==> config.mk <==
export PLATFORM = sky130hd
export DESIGN_NAME = lsu_ctrl
export DESIGN_NICKNAME = d
export VERILOG_FILES = /design/src/rtl/rv32i_pkg.sv /design/src/rtl/ld_converter.sv /design/src/rtl/lsu_ctrl.sv
export SDC_FILE = /design/constraint.sdc
export NUM_CORES = 1
export LEC_CHECK = 0
export ABC_AREA = 0
export BUFFER_PORTS_ARGS = -buffer_cell sky130_fd_sc_hd__clkbuf_2
export CORE_UTILIZATION = 55
export DETAILED_ROUTE_END_ITERATION = 12
export HOLD_SLACK_MARGIN = 0.1
export PLACE_DENSITY = 0.88
export SLEW_MARGIN = 20
export SYNTH_ARGS = -nofsm -noshare
export SYNTH_HDL_FRONTEND = slang
export SYNTH_SLANG_ARGS = --single-unit
==> constraint.sdc <==
create_clock -name clk -period 4.4 [get_ports clk]
set_input_delay 0.44 -clock clk [delete_from_list [all_inputs] [get_ports clk]]
set_output_delay 0.44 -clock clk [all_outputs]
set_load 0.005 [all_outputs]
==> src/rtl/rv32i_pkg.sv <==
// rtl/rv32i_pkg.sv - shared RV32I width codes, load/store sequencer states and byte-enable constants
package rv32i_pkg;

    localparam logic [2:0] F3_B  = 3'b000;
    localparam logic [2:0] F3_H  = 3'b001;
    localparam logic [2:0] F3_W  = 3'b010;
    localparam logic [2:0] F3_BU = 3'b100;
    localparam logic [2:0] F3_HU = 3'b101;

    typedef enum logic [1:0] {
        LSU_IDLE = 2'b00,
        LSU_REQ  = 2'b01,
        LSU_WAIT = 2'b10,
        LSU_DONE = 2'b11
    } lsu_state_t;

    localparam logic [3:0] BE_BYTE = 4'b0001;
    localparam logic [3:0] BE_HALF = 4'b0011;
    localparam logic [3:0] BE_WORD = 4'b1111;

endpackage

==> src/rtl/ld_converter.sv <==
// rtl/ld_converter.sv - sign/zero extension of a lane-aligned load word by RV32I width code
module ld_converter
    import rv32i_pkg::*;
(
    input  logic [2:0]  funct3,
    input  logic [31:0] word,
    output logic [31:0] data
);

    always_comb begin
        data = word;
        case (funct3)
            F3_B:    data = {{24{word[7]}}, word[7:0]};
            F3_BU:   data = {24'h0, word[7:0]};
            F3_H:    data = {{16{word[15]}}, word[15:0]};
            F3_HU:   data = {16'h0, word[15:0]};
            default: data = word;
        endcase
    end

endmodule

==> src/rtl/lsu_ctrl.sv <==
// rtl/lsu_ctrl.sv - single-outstanding load/store sequencer for a req/gnt/rvalid data memory
module lsu_ctrl
    import rv32i_pkg::*;
#(
    parameter int unsigned TIMEOUT = 255
) (
    input  logic        clk,
    input  logic        rst_n,
    input  logic        req_valid,
    output logic        req_ready,
    input  logic        is_store,
    input  logic [2:0]  funct3,
    input  logic [31:0] addr,
    input  logic [31:0] wdata,
    output logic        resp_valid,
    output logic [31:0] rdata,
    output logic        misaligned,
    output logic        bus_err,
    output logic        busy,
    output logic        mem_req,
    output logic        mem_we,
    output logic [31:0] mem_addr,
    output logic [3:0]  mem_be,
    output logic [31:0] mem_wdata,
    input  logic        mem_gnt,
    input  logic        mem_rvalid,
    input  logic [31:0] mem_rdata
);

    localparam logic [7:0] CNT_LAST = 8'(TIMEOUT - 1);

    // Fault covers both misalignment and width codes that are illegal for the direction.
    function automatic logic access_fault(input logic st, input logic [2:0] f3, input logic [1:0] off);
        logic f;
        case (f3)
            F3_B:    f = 1'b0;
            F3_H:    f = off[0];
            F3_W:    f = (off != 2'b00);
            F3_BU:   f = st;
            F3_HU:   f = st | off[0];
            default: f = 1'b1;
        endcase
        return f;
    endfunction

    function automatic logic [3:0] lane_be(input logic [2:0] f3, input logic [1:0] off);
        logic [3:0] be;
        case (f3[1:0])
            2'b00:   be = BE_BYTE << off;
            2'b01:   be = BE_HALF << off;
            default: be = BE_WORD;
        endcase
        return be;
    endfunction

    function automatic logic [31:0] lane_wdata(input logic [2:0] f3, input logic [31:0] wd);
        logic [31:0] d;
        case (f3[1:0])
            2'b00:   d = {4{wd[7:0]}};
            2'b01:   d = {2{wd[15:0]}};
            default: d = wd;
        endcase
        return d;
    endfunction

    lsu_state_t  state_q, state_d;
    logic [7:0]  cnt_q, cnt_d;
    logic        is_store_q, mis_q, err_q;
    logic [2:0]  funct3_q;
    logic [1:0]  off_q;
    logic [31:0] addr_q, wdata_q, word_q, ld_data;
    logic [3:0]  be_q;
    logic        accept, timeout, capture;

    ld_converter u_ld_converter (
        .funct3 (funct3_q),
        .word   (word_q),
        .data   (ld_data)
    );

    always_ff @(posedge clk or negedge rst_n) begin
        if (!rst_n) begin
            state_q <= LSU_IDLE;
            cnt_q   <= 8'd0;
        end else begin
            state_q <= state_d;
            cnt_q   <= cnt_d;
        end
    end

    always_comb begin
        state_d    = state_q;
        cnt_d      = cnt_q;
        accept     = 1'b0;
        timeout    = 1'b0;
        capture    = 1'b0;
        req_ready  = (state_q == LSU_IDLE);
        busy       = (state_q != LSU_IDLE);
        mem_req    = 1'b0;
        mem_we     = 1'b0;
        mem_addr   = 32'h0;
        mem_be     = 4'h0;
        mem_wdata  = 32'h0;
        resp_valid = 1'b0;
        misaligned = 1'b0;
        bus_err    = 1'b0;
        rdata      = 32'h0;
        case (state_q)
            LSU_IDLE: begin
                if (req_valid) begin
                    accept  = 1'b1;
                    cnt_d   = 8'd0;
                    state_d = access_fault(is_store, funct3, addr[1:0]) ? LSU_DONE : LSU_REQ;
                end
            end
            LSU_REQ: begin
                mem_req   = 1'b1;
                mem_we    = is_store_q;
                mem_addr  = addr_q;
                mem_be    = be_q;
                mem_wdata = wdata_q;
                if (mem_gnt) begin
                    cnt_d   = 8'd0;
                    state_d = is_store_q ? LSU_DONE : LSU_WAIT;
                end else if (cnt_q == CNT_LAST) begin
                    timeout = 1'b1;
                    state_d = LSU_DONE;
                end else begin
                    cnt_d = cnt_q + 8'd1;
                end
            end
            LSU_WAIT: begin
                if (mem_rvalid) begin
                    capture = 1'b1;
                    state_d = LSU_DONE;
                end else if (cnt_q == CNT_LAST) begin
                    timeout = 1'b1;
                    state_d = LSU_DONE;
                end else begin
                    cnt_d = cnt_q + 8'd1;
                end
            end
            default: begin
                resp_valid = 1'b1;
                misaligned = mis_q;
                bus_err    = err_q;
                rdata      = (is_store_q | mis_q | err_q) ? 32'h0 : ld_data;
                state_d    = LSU_IDLE;
            end
        endcase
    end

    always_ff @(posedge clk or negedge rst_n) begin
        if (!rst_n) begin
            is_store_q <= 1'b0;
            funct3_q   <= 3'b000;
            off_q      <= 2'b00;
            addr_q     <= 32'h0;
            be_q       <= 4'h0;
            wdata_q    <= 32'h0;
            word_q     <= 32'h0;
            mis_q      <= 1'b0;
            err_q      <= 1'b0;
        end else begin
            if (accept) begin
                is_store_q <= is_store;
                funct3_q   <= funct3;
                off_q      <= addr[1:0];
                addr_q     <= {addr[31:2], 2'b00};
                be_q       <= lane_be(funct3, addr[1:0]);
                wdata_q    <= lane_wdata(funct3, wdata);
                word_q     <= 32'h0;
                mis_q      <= access_fault(is_store, funct3, addr[1:0]);
                err_q      <= 1'b0;
            end
            if (timeout) begin
                err_q <= 1'b1;
            end
            if (capture) begin
                word_q <= mem_rdata >> {off_q, 3'b000};
            end
        end
    end

endmodule

# [Word level (Yosys, flattened, before mapping)]
# Cells that the tools add are included.
[op_classes] addsub=1 n_eq_ne=13 shifts=3 muxes=40 bitwise_logic=3 n_reduce_logical=11
[op_table] operator="$mux W32" count=6
[op_table] operator="$pmux W32 S4" count=1
[op_table] operator="$pmux W32 S2" count=1
[op_table] operator="$mux W8" count=4
[op_table] operator="$shr A32 B5 Y32" count=1
[op_table] operator="$pmux W8 S3" count=1
[op_table] operator="$mux W1" count=17
[op_table] operator="$eq A3 B3 Y1 const B" count=4
[op_table] operator="$mux W2" count=5
[op_table] operator="$add A8 B1 Y8 const B" count=1
[op_table] operator="$eq A8 B8 Y1 const B" count=1
[op_table] operator="$pmux W4 S2" count=1
[op_table] operator="$reduce_bool A2 Y1" count=4
[op_table] operator="$eq A3 B1 Y1 const B" count=2
[op_table] operator="$logic_not A3 Y1" count=2
[op_table] operator="$pmux W2 S3" count=1
[op_table] operator="$pmux W1 S5" count=1
[op_table] operator="$eq A2 B1 Y1 const B" count=2
[op_table] operator="$logic_not A2 Y1" count=2
[op_table] operator="$mux W4" count=1
[op_table] operator="$ne A2 B2 Y1 const B" count=2
[op_table] operator="$shl A1 B2 Y4 const A" count=1
[op_table] operator="$shl A2 B2 Y4 const A" count=1
[op_table] operator="$eq A3 B2 Y1 const B" count=1
[op_table] operator="other kinds (6)" count=8
[totals] ff_bits=116 output_inout_bits=107

# [Depth between registers and ports, before layout]
# Gate-level depths: netlist of the first run.
[depth] depth_word=7 mapped_depth=9 depth_no_buf=6

# [Hierarchy]
# Synthesis of the first run repeated with hierarchy kept, for this count alone.
[hier_totals] hier_cells=638 area_unflattened_um2=6522.5
[by_module_without_submodules] mod="lsu_ctrl" n_inst=1 cells_per_inst=571 area_per_inst_um2=6167.2 seq_area_each_um2=2902.8
[by_module_without_submodules] mod="ld_converter" n_inst=1 cells_per_inst=67 area_per_inst_um2=355.3 seq_area_each_um2=0.0

# [Least setup slack after synthesis of the first run]
# No wires, ideal clock.
[synth_path] kind="register to output" startpoint="register state_q[0]" endpoint="output rdata[21]" arrival_ns=1.580 setup_slack_ns=2.380 stages_incl_launch_ff=7 path_buffers=1 cell_sequence="dfrtp_1 > ha_1 > inv_2 > nor4_4 > o21ai_2 > buf_6 > a21oi_2"
[synth_between] elab_chain_len=3
[synth_lines] item="start, declared" line="lsu_ctrl.sv:66" rtl="lsu_state_t state_q, state_d;"
[synth_lines] item="start signal, assigned" line="lsu_ctrl.sv:86" rtl="state_q <= state_d;"
[synth_lines] item="$eq A2 B2 Y1 (tied with other cells)" line="lsu_ctrl.sv:108" rtl="case (state_q)"
[synth_lines] item="$reduce_or A3 Y1 (no source line) *"
[synth_lines] item="$mux W32 *" line="lsu_ctrl.sv:108"
[synth_lines] item="end, declared" line="lsu_ctrl.sv:16" rtl="output logic [31:0] rdata,"
# Mark *: on every way between the ends. The rest lies on a longest branch, timed or not.

# [Final worst setup path of the first run]
[layout_path] startpoint="register state_q[0]" endpoint="output rdata[18]"
# Same word-level chain as after synthesis.

==> implementation parameters, run 1 <==
Parameter                              Value

Global routing
  Largest net degree at the start of global routing    77
  Wire length of the first global-routing pass    26410 microns
  Global Route Usage Sum    0.2958
  Antenna violations before repair    0
  Overflow after GRT    0
  Via count of the first global-routing pass    about 5300

Worst setup path
  Critical Path End Type    output port
  Chain of cells forming the critical path    ha_1 > inv_2 > nor4_4 > o21ai_2 > a21oi_1 > clkbuf_2
  Worst-path maximum fanout    16
  Longest individual stage delay on the worst path    ~0.5 ns
  Critical path start-end classification    flop to output port
  Slowest stage cell, crit path    nor4_4
  Data arrival time at the worst-slack endpoint    approximately 2.7 ns
  CP required    between 3 and 4 ns
  Startpoint class of the critical path    flop

STA
  Fraction of the cycle the final worst path needs    0.7235
  Final period demand of the worst path    between 3 and 4 ns
  Fin worst setup slack    approximately 1.2 ns
  Final count of hold timing violations    0
  Pin slew with the least headroom to its limit    roughly 1 ns
  Remaining max-slew budget at the tightest pin    0.3235
  Final-report max-slew violation count    0
  Total negative setup slack    0 ns
  Setup repair after global routing missed its margin    no
  Maximum clock frequency    about 0.31 GHz
  Post-route clock skew    approximately 0.0065 ns
  Final setup fails    0

Place
  Total of buffers placed on input and output ports    ~210
  Post-Place Worst Slack    1.787 ns
  Final weighted congestion of routability-driven global placement    about 0.96
  Half-perimeter wire length of the detailed placement result    11560 microns

Pwr
  Worst supply voltage drop on vdd    around 0.32 mV
  Pwr per Cell Area    624.1 nW/um^2
  Static Leakage    roughly 3.8 nW

Die
  Die height    between 100 and 150 microns
  Width of the die    about 110 microns
  Die area    roughly 12000 sq um
  Area of the core    ~11000 sq um
  Row cnt    38
  Boundary Pins    between 200 and 250
  Initial Util    0.5667

Synthesis
  Cell area after synthesis    approximately 6100 sq um
  Seq cells post-synth    116
  Cells taking the most area after synthesis    dfrtp_1 47%, and2_1 8.1%, mux2i_1 8.0%, mux2_2 7.9%, o21ai_0 4.2%
  Most common cell in the synthesized netlist    dfrtp_1
  List of most frequent post-synthesis cells    116 x dfrtp_1, 80 x and2_1, 55 x nand2_1
  Synthesized instance count    607
  Async set-reset flop share out of synthesis    1.000
  Sequential cell area fraction in the yosys report    0.4725
  Top_reg_cell synth    dfrtp_1
  Warnings, synthesis    0
  Average instance area after synthesis    ~10 sq um
  Top cell type's share of synthesized area    0.4725
  Cell taking the most area after synthesis    dfrtp_1
  Number of synthesized flops with an enable pin    0
  Number of distinct library cells after synthesis    47

CTS
  Clock input transition at the sequential cells of the worst setup and hold paths    0.05 ns
  Total clock buffers created by CTS    17
  Clock net sink count    about 120
  Cell chosen for the clock root    clkbuf_8
  Gates resized, CTS repair    0
  Buffers inserted during post-CTS setup optimization    0
  Deepest clock path buffer count    2
  Clock tree from TritonCTS    done
  H-tree levels    4
  Source-to-sink clock delay at the later pin of the worst-skew pair    0.52 ns

Layout
  Antenna Diode Count    0
  Nets@finish    approximately 910
  Area Growth Syn to Fin    25.60%
  Filler Cell Count    798
  Proportion of layout cells with a drive suffix above 1    0.3784

Drt
  Number of vias in the routed layout    around 5400
  Count of antenna-violating nets left after detailed routing    0
  Length of the first detailed-routing pass in iterations    5
  Average wire per cell in the routed design    roughly 17 microns
  Total wire length    about 17000 microns
  # DRC    0
  Initial DRC Count    ~350
  Vias per inst    approximately 5.7

Worst hold path
  Worst hold-check path type    primary input to flop

Outcome
  Run status    completed

Flow run
  Maxcap violations    0
-- registers in the layout, indices dropped and copies added (netlist names) --
| register | count |
|---|---|
| mis_q | 1 |
| state_q | 2 |
| off_q | 2 |
| word_q | 32 |
| cnt_q | 8 |
| err_q | 1 |
| is_store_q | 1 |
| funct3_q | 3 |
| be_q | 4 |
| addr_q | 30 |
| wdata_q | 32 |
-- layout by cell type, fill, tap and decap left out, types with 2 or more instances in the layout --
| cell type | n |
|---|---|
| clkbuf_2 | 208 |
| dfrtp_1 | 116 |
| and2_1 | 79 |
| nand2_1 | 54 |
| o21ai_0 | 51 |
| mux2i_1 | 49 |
| mux2_2 | 43 |
| a21oi_1 | 27 |
| nor2_1 | 25 |
| inv_1 | 23 |
| clkbuf_16 | 16 |
| a21oi_2 | 15 |
| a221o_1 | 9 |
| o221ai_1 | 9 |
| a22o_1 | 8 |
| a31oi_1 | 5 |
| ha_1 | 5 |
| clkbuf_8 | 5 |
| clkbuf_1 | 5 |
| clkinv_2 | 5 |
| nand3_1 | 4 |
| nand2b_1 | 4 |
| buf_4 | 4 |
| and3_1 | 3 |
| a2bb2oi_1 | 3 |
| a32o_1 | 2 |
| or3_1 | 2 |
| nor2_2 | 2 |
| conb_1 | 2 |
-- kinds of logic (layout without fill, tap and decap cells) --
| group | after synthesis | count (layout) | synth area share |
|---|---|---|---|
| and+or+nand+nor | 185 | 185 | 0.1593 |
| adders and majority gates | 6 | 6 | 0.01222 |
| other | 1 | 2 | 0.0006104 |
| muxes | 92 | 92 | 0.1587 |
| AOI/OAI and AO/OA | 137 | 137 | 0.1471 |
| buffers and inverters | 70 | 268 | 0.04969 |
| DFF | 116 | 116 | 0.4725 |
-- where the power goes --
part | leakage, nW | internal [W] | switching (W)
logic | 2.12 | 0.000816 | 0.000953
clock network | 0.259 | 0.000742 | 0.000449
registers | 1.45 | 0.00153 | 0.000322
total | 3.83 | 0.00309 | 0.00172
-- metal layers --
metal	track usage	vias to the layer above	part of all wire	routed length (microns)
li1	-	2476	-	-
met1	0.3687	2605	0.40	6589
met2	0.4927	248	0.51	8335
met3	0.06174	41	0.066	1083
met4	0.1350	0	0.030	492
met5	0	-	0	0
-- through the flow --
stage	power, W	instances	hold WS (ns)	instance area, sq um	util
floorplan	0.002988	608	0.1444	6147	-
global placement	0.003488	914	0.4464	7188	0.6631
detailed placement	0.003608	914	0.4595	7188	0.6631
CTS	0.004832	946	0.1245	7711	0.7113
global route	0.005125	946	0.1374	7716	0.7118
finish	0.004815	946	0.1499	7716	0.7118
-- timing repair --
action,4_1_cts,5_1_grt
hold buffers,1,0
endpoints found under the hold margin,23,0
setup endpoints to repair,0,0
-- final cells by class --
cell class	instances	area, sq um	area share
clock buffers	26	488.0	0.06324
repair buffers	213	1081	0.1401
well taps	140	175.2	0.02270
clock inverters	5	25.02	0.003243
inverters	24	90.09	0.01168
multi-input cells	422	2954	0.3828
flip-flops and latches	116	2903	0.3762
-- final timing paths --
path | startpoint | slack, ns | depth (start not counted) | end
max | state_q[0] | 1.22 | 6 | rdata[18]
min | addr[18] | 0.15 | 2 | addr_q[18]
max reg2reg | state_q[0] | 1.82 | 6 | word_q[13]
min reg2reg | wdata_q[16] | 0.47 | 2 | wdata_q[16]
max in group asynchronous | rst_n | 2.66 | 3 | wdata_q[13]
min in group asynchronous | rst_n | 0.60 | 2 | cnt_q[4]
-- critical path, delay by kind of cell (launching register included) --
| family | cells | cell delay, ns |
|---|---|---|
| fa+ha+maj | 1 | 0.37 |
| simple gates | 1 | 0.49 |
| compound gates | 2 | 0.67 |
| flops | 1 | 0.43 |
| buf+inv | 2 | 0.26 |
Note: power is estimated with default switching activity, not from simulation.
==> inputs of run 2 (changes only) <==
- CORE_UTILIZATION: 55 -> 46
- PLACE_DENSITY: 0.88 -> 0.78
- clock period: 4.4 -> 2.6 ns (I/O delays scaled with it)
==> run 2 against run 1 <==
Against the previous run:
- die area rose by 19%
- sequential power rose by 70%
- clock-buffer cell count fell by 7
- critical endpoint is now rdata[17]
- final area rose by 8.8%
==> implementation parameters, run 2 (same netlist as run 1, synthesis figures left out) <==
Parameter                              Value

CTS
  Buffers inserted during post-CTS setup optimization    0 (unchanged)
  Clock input transition at the sequential cells of the worst setup and hold paths    0.06 ns (was 0.05 ns)
  H-tree levels    4 (unchanged)
  Source-to-sink clock delay at the later pin of the worst-skew pair    0.41 ns (was 0.52 ns)
  Clock tree from TritonCTS    done (unchanged)
  Clock net sink count    116 (unchanged)
  Cell chosen for the clock root    clkbuf_16 (was clkbuf_8)
  Deepest clock path buffer count    2 (unchanged)
  Total clock buffers created by CTS    17 (unchanged)

Worst setup path
  Slowest stage cell, crit path    o21ai_2 (was nor4_4)
  CP required    2.34 ns (was 3.96 ns)
  Family with the most delay on the worst path    compound AO/OA/AOI/OAI gates (unchanged)
  Startpoint class of the critical path    flop (unchanged)
  Critical Path End Type    output port (unchanged)
  Critical path start-end classification    flop to output port (unchanged)
  Data arrival time at the worst-slack endpoint    2.18 ns (was 2.74 ns)
  Number of buffers and inverters on the critical path    1 (was 2)
  Worst-path maximum fanout    16 (unchanged)
  Chain of cells forming the critical path    mux2i_1 > nor2_1 > o21ai_2 > a21oi_1 > clkbuf_2 (was ha_1 > inv_2 > nor4_4 > o21ai_2 > a21oi_1 > clkbuf_2)
  Longest individual stage delay on the worst path    0.70 ns (was 0.49 ns)

STA
  Maximum clock frequency    roughly 0.41 GHz
  Remaining max-slew budget at the tightest pin    0.3870 (was 0.3235)
  Total negative setup slack    0 ns (unchanged)
  Final setup fails    0 (unchanged)
  Final period demand of the worst path    2.439 ns
  Fraction of the cycle the final worst path needs    0.9381
  Final-report max-slew violation count    0 (unchanged)
  Setup repair after global routing missed its margin    no (unchanged)
  Final count of hold timing violations    0 (unchanged)
  Post-route clock skew    0.004943 ns (was 0.006492 ns)
  Pin slew with the least headroom to its limit    0.9194 ns (was 1.015 ns)

Drt
  # DRC    0 (unchanged)
  Initial DRC Count    393 (was 353)
  Number of vias in the routed layout    5375 (was 5370)
  Average wire per cell in the routed design    16.51 microns (was 17.44 microns)
  Total wire length    16870 microns (was 16500 microns)
  Count of antenna-violating nets left after detailed routing    0 (unchanged)
  Vias per inst    5.259 (was 5.677)
  Length of the first detailed-routing pass in iterations    5 (unchanged)

Place
  Half-perimeter wire length of the detailed placement result    11620 microns (was 11560 microns)
  Total of buffers placed on input and output ports    209 (unchanged)
  Final weighted congestion of routability-driven global placement    0.8527 (was 0.9638)
  Area of placed instances    7341 sq um (was 7188 sq um)

Die
  Die area    13820 sq um (was 11600 sq um)
  Area of the core    12820 sq um (was 10840 sq um)
  Width of the die    117.6 microns (was 107.7 microns)
  Row cnt    41 (was 38)
  Initial Util    0.4790 (was 0.5667)
  Die height    117.6 microns (was 107.7 microns)
  Boundary Pins    212 (unchanged)

Layout
  Filler Cell Count    1028 (was 798)
  Commonest non-fill, non-tap cells in the layout    208 x clkbuf_2, 116 x dfrtp_1, 79 x and2_1, 54 x nand2_1, 51 x o21ai_0 (unchanged)
  Area of the multi-input gates    2955 sq um (was 2954 sq um)
  Most common cell after layout, fill and taps aside    clkbuf_2 (unchanged)
  Nets@finish    948 (was 905)
  Area Growth Syn to Fin    36.62% (was 25.60%)
  Layout Cell Area excl Fill    8393 sq um (was 7716 sq um)
  Storage cell area    2903 sq um (unchanged)
  Largest registers    wdata_q: 32 flops, word_q: 32 flops, addr_q: 30 flops (unchanged)
  Proportion of layout cells with a drive suffix above 1    0.3800 (was 0.3784)
  Antenna Diode Count    0 (unchanged)

Pwr
  Worst supply voltage drop on vdd    0.5557 mV (was 0.3162 mV)
  Share of power burned in the clock network    0.309 (was 0.247)
  Combinational power share    0.343 (was 0.367)
  Pwr per Cell Area    1074 nW/um^2 (was 624.1 nW/um^2)
  Net switching power figure    0.002976 W (was 0.001724 W)
  Sequential Power Share    0.348 (was 0.385)
  Static Leakage    4.106 nW (was 3.832 nW)
  Internal power    0.006037 W (was 0.003092 W)
  Share of total power consumed by net switching    0.3302 (was 0.3580)

Outcome
  Run status    completed (unchanged)

Flow run
  Maxcap violations    0 (unchanged)

Global routing
  Global Route Usage Sum    0.2518 (was 0.2958)
  Antenna violations before repair    0 (unchanged)
  Overflow after GRT    0 (unchanged)
  Largest net degree at the start of global routing    71 (was 77)
  Wire length of the first global-routing pass    27370 microns (was 26410 microns)
  Via count of the first global-routing pass    5418 (was 5323)

Worst hold path
  Worst hold-check path type    primary input to flop (unchanged)
==> run 2: routing by layer <==
metal,up-vias,part of all wire,track usage
li1,2569,-,-
met1,2560,0.43,0.3141
met2,210,0.49,0.4105
met3,36,0.058,0.06008
met4,0,0.028,0.1218
met5,-,0,0
==> run 2: per-stage QoR <==
| stage | hold slack [ns] | utilization | total power [W] | worst slack, ns | instances |
|---|---|---|---|---|---|
| floorplan | -0.03559 | - | 0.005056 | 0.7595 | 608 |
| global placement | 0.3274 | 0.5724 | 0.006070 | 0.5264 | 956 |
| detailed placement | 0.3286 | 0.5724 | 0.006168 | 0.4389 | 956 |
| CTS | 0.1073 | 0.6541 | 0.009033 | 0.06758 | 1022 |
| global route | 0.1228 | 0.6544 | 0.009546 | 0.01675 | 1022 |
| finish | 0.1277 | 0.6544 | 0.009013 | 0.1609 | 1022 |
==> run 2: final timing paths <==
| check | start | end | slack [ns] | cells after the start |
|---|---|---|---|---|
| max | funct3_q[0] | rdata[17] | 0.16 | 5 |
| min | mem_rdata[29] | word_q[29] | 0.13 | 2 |
| max reg2reg | state_q[0] | word_q[24] | 0.48 | 6 |
| min reg2reg | wdata_q[31] | wdata_q[31] | 0.47 | 2 |
| max in group asynchronous | rst_n | word_q[31] | 1.41 | 3 |
| min in group asynchronous | rst_n | wdata_q[31] | 0.42 | 2 |
==> run 2: cell type report <==
type | instances | area share
clock buffers | 19 | 0.05397
clock inverters | 13 | 0.03011
inverters | 24 | 0.01073
multi-input cells | 422 | 0.3521
flip-flops and latches | 116 | 0.3459
well taps | 172 | 0.02564
repair buffers | 256 | 0.1816
==> run 2: what timing repair did <==
action                                  in CTS  in global routing
resized for setup                            1                  1
endpoints found under the setup margin       1                  4
pin swaps                                    0                  0
hold buffers                                34                  0
hold endpoints to repair                    78                  0
==> run 2: power by group through the flow <==
| stage | Clock, W | Combinational (W) | Sequential, W |
|---|---|---|---|
| CTS | 0.00282 | 0.00310 | 0.00312 |
| global route | 0.00289 | 0.00342 | 0.00323 |
| global placement | 0 | 0.00297 | 0.00310 |
| floorplan | 0 | 0.00217 | 0.00289 |
| finish | 0.00279 | 0.00309 | 0.00314 |
| detailed placement | 0 | 0.00303 | 0.00313 |
==> inputs of run 3 (changes only) <==
- ABC_AREA: 0 -> 1
- CORE_ASPECT_RATIO: default -> 0.9
==> run 3 against run 2 <==
Against the previous run:
- sequential power is 5% lower
- critical path type unchanged
- clock power decreased by 12%
- non-clock buffer count rose by 12
- global-route usage up 2.1 points
- combinational power is 8.7% higher
- largest power group is now combinational logic
- wire length increased by 8.7%
- cell count up 25%
- utilization grew 0.071 points
- largest cell class is now registers
==> implementation parameters, run 3 <==
Parameter                              Value

Outcome
  Run status    completed (unchanged)

Global routing
  Overflow after GRT    0 (unchanged)
  Met3 Usage GRT    0.06244 (was 0.06008)
  Met2 capacity usage during global routing    0.4398 (was 0.4105)
  Wire length of the first global-routing pass    30460 microns (was 27370 microns)
  Via count of the first global-routing pass    6122 (was 5418)
  Antenna violations before repair    0 (unchanged)
  Largest net degree at the start of global routing    73 (was 71)
  Global Route Usage Sum    0.2731 (was 0.2518)
  Routing layer with the top usage in global route    met2 (unchanged)
  Global routing met1 resource utilization    0.3650 (was 0.3141)

Synthesis
  Most common cell in the synthesized netlist    nand2_1 (was dfrtp_1)
  Number of synthesized flops with an enable pin    0 (unchanged)
  Synthesized instance count    854 (was 607)
  Top_reg_cell synth    dfrtp_1 (unchanged)
  Cells taking the most area after synthesis    dfrtp_1 47%, nand2_1 21%, inv_1 8.1%, o21ai_0 4.0%, a21oi_1 2.8% (was dfrtp_1 47%, and2_1 8.1%, mux2i_1 8.0%, mux2_2 7.9%, o21ai_0 4.2%)
  Cell area after synthesis    6200 sq um (was 6143 sq um)
  Number of distinct library cells after synthesis    32 (was 47)
  Top cell type's share of synthesized area    0.4682 (was 0.4725)
  Warnings, synthesis    0 (unchanged)
  Seq cells post-synth    116 (unchanged)
  Sequential cell area fraction in the yosys report    0.4682 (was 0.4725)
  Average instance area after synthesis    7.260 sq um (was 10.12 sq um)
  List of most frequent post-synthesis cells    347 x nand2_1, 134 x inv_1, 116 x dfrtp_1 (was 116 x dfrtp_1, 80 x and2_1, 55 x nand2_1)
  Cell taking the most area after synthesis    dfrtp_1 (unchanged)
  Async set-reset flop share out of synthesis    1.000 (unchanged)

Worst setup path
  Data arrival time at the worst-slack endpoint    2.08 ns (was 2.18 ns)
  CP required    2.34 ns (about the same)
  Worst-path maximum fanout    16 (unchanged)
  Critical Path End Type    output port (unchanged)
  Slowest stage cell, crit path    dfrtp_1 (was o21ai_2)
  Critical path start-end classification    flop to output port (unchanged)
  Longest individual stage delay on the worst path    0.42 ns (was 0.70 ns)
  Chain of cells forming the critical path    ha_1 > inv_2 > nor4_4 > nand2_4 > a21oi_1 > clkbuf_2 (was mux2i_1 > nor2_1 > o21ai_2 > a21oi_1 > clkbuf_2)
  Startpoint class of the critical path    flop (unchanged)

CTS
  Clock input transition at the sequential cells of the worst setup and hold paths    0.05 ns (was 0.06 ns)
  H-tree levels    4 (unchanged)
  Deepest clock path buffer count    2 (unchanged)
  Clock net sink count    116 (unchanged)
  Clock tree from TritonCTS    done (unchanged)
  Total clock buffers created by CTS    17 (unchanged)
  Cell chosen for the clock root    clkbuf_16 (unchanged)
  Source-to-sink clock delay at the later pin of the worst-skew pair    0.41 ns (about the same)

Die
  Initial Util    0.4794 (was 0.4790)
  Die area    13950 sq um (was 13820 sq um)
  Boundary Pins    212 (unchanged)
  Die height    112.1 microns (was 117.6 microns)
  Area of the core    12930 sq um (was 12820 sq um)
  Width of the die    124.4 microns (was 117.6 microns)
  Row cnt    39 (was 41)

Drt
  Count of antenna-violating nets left after detailed routing    0 (unchanged)
  Vias per inst    5.051 (was 5.259)
  # DRC    0 (unchanged)
  Average wire per cell in the routed design    14.36 microns (was 16.51 microns)
  Total wire length    18340 microns (was 16870 microns)
  Initial DRC Count    497 (was 393)
  Length of the first detailed-routing pass in iterations    5 (unchanged)
  Number of vias in the routed layout    6450 (was 5375)

Layout
  Antenna Diode Count    0 (unchanged)
  Most common cell after layout, fill and taps aside    nand2_1 (was clkbuf_2)
  Proportion of layout cells with a drive suffix above 1    0.2552 (was 0.3800)
  Commonest non-fill, non-tap cells in the layout    347 x nand2_1, 208 x clkbuf_2, 134 x inv_1, 116 x dfrtp_1, 50 x o21ai_0 (was 208 x clkbuf_2, 116 x dfrtp_1, 79 x and2_1, 54 x nand2_1, 51 x o21ai_0)
  Nets@finish    1211 (was 948)
  Largest registers    wdata_q: 32 flops, word_q: 32 flops, addr_q: 30 flops (unchanged)
  Area Growth Syn to Fin    36.65% (was 36.62%)

STA
  Final-report max-slew violation count    0 (unchanged)
  Maximum clock frequency    0.4273 GHz (was 0.4100 GHz)
  Fraction of the cycle the final worst path needs    0.9000 (was 0.9381)
  Final period demand of the worst path    2.340 ns (was 2.439 ns)
  Final setup fails    0 (unchanged)
  Total negative setup slack    0 ns (unchanged)
  Setup repair after global routing missed its margin    no (unchanged)
  Final count of hold timing violations    0 (unchanged)
  Remaining max-slew budget at the tightest pin    0.5282 (was 0.3870)
  Pin slew with the least headroom to its limit    0.7077 ns (was 0.9194 ns)
  Post-route clock skew    0.005452 ns (was 0.004943 ns)
  Fin worst setup slack    0.2600 ns (was 0.1609 ns)

Flow run
  Maxcap violations    0 (unchanged)

Place
  Final weighted congestion of routability-driven global placement    0.8923 (was 0.8527)
  Total of buffers placed on input and output ports    209 (unchanged)
  Post-Place Worst Slack    0.5708 ns (was 0.4389 ns)
  Half-perimeter wire length of the detailed placement result    12510 microns (was 11620 microns)

Worst hold path
  Worst hold-check path type    primary input to flop (unchanged)

Pwr
  Worst supply voltage drop on vdd    0.6060 mV (was 0.5557 mV)
  Pwr per Cell Area    1039 nW/um^2 (was 1074 nW/um^2)
  Static Leakage    5.070 nW (was 4.106 nW)
run 3: changes by cell type in the layout (fill, tap and decap cells not counted), sizes merged, moves of 15 or more:
cell / change
mux2i: -49
inv: +116
nand2: +298
mux2: -43
o22ai: +15
and2: -80
run 3: metal layers:
layer | routed length (microns) | vias up
met4 | 337 | 0
met3 | 1352 | 30
met1 | 8000 | 3007
met2 | 8654 | 295
li1 | - | 3118
met5 | 0 | -
run 3: power breakdown:
| part | internal, W | switching (W) |
|---|---|---|
| sequential | 0.00255 | 0.000438 |
| clock | 0.00160 | 0.000857 |
| combinational | 0.00126 | 0.00210 |
| total | 0.00541 | 0.00339 |
run 3: cells by family (layout without fill, tap and decap cells):
logic type / Yosys count / after routing / synth area share
buf+inv: 182 / 440 / 0.1189
fa+ha+maj: 6 / 6 / 0.01211
compound gates: 139 / 139 / 0.1364
other cells: 1 / 2 / 0.0006049
flops: 116 / 116 / 0.4682
simple gates: 408 / 408 / 0.2609
xor+xnor: 2 / 2 / 0.002826
run 3: what timing repair did:
item                                   4_1_cts  5_1_grt
resized for setup                            0        1
buffers inserted                             0        0
hold buffers                                44        0
endpoints found under the hold margin       84        0
setup endpoints to repair                    0        1
run 3: layout make-up:
type	count	area [sq um]
Inverter	140	525.5
Clock inverter	13	182.7
Fill cell	1083	4459
Clock buffer	19	432.9
Sequential cell	116	2903
Multi-Input combinational cell	557	2571
Timing Repair Buffer	268	1652
Tap cell	164	205.2
run 3: through the flow:
stage / hold slack (ns) / area (sq um) / utilization / power, W / cells
after detailed placement: 0.3165 / 7411 / 0.5731 / 0.006247 / 1201
final: 0.1157 / 8472 / 0.6552 / 0.008805 / 1277
after global routing: 0.1149 / 8472 / 0.6552 / 0.009467 / 1277
after floorplan: -0.03559 / 6203 / - / 0.005042 / 855
after global placement: 0.3155 / 7411 / 0.5731 / 0.006153 / 1201
after CTS: 0.1086 / 8467 / 0.6548 / 0.008794 / 1277
run 3: critical path, delay by kind of cell, from the launching register on:
kind	cells	cell delay, ns
buffers and inverters	2	0.20
AO/OA/AOI/OAI	1	0.19
AND/OR/NAND/NOR	2	0.54
flip-flops	1	0.42
adder cells (fa/ha/maj)	1	0.31
run 3: path summary, 6_finish.rpt:
kind | from | slack, ns | to | cells past startpoint
worst max-delay path | state_q[1] | 0.26 | rdata[31] | 6
worst min-delay path | wdata[16] | 0.12 | wdata_q[16] | 3
worst max register to register | state_q[0] | 0.62 | word_q[12] | 7
worst min register to register | addr_q[2] | 0.48 | addr_q[2] | 2
max in group asynchronous | rst_n | 1.53 | word_q[16] | 3
min in group asynchronous | rst_n | 0.41 | cnt_q[5] | 2
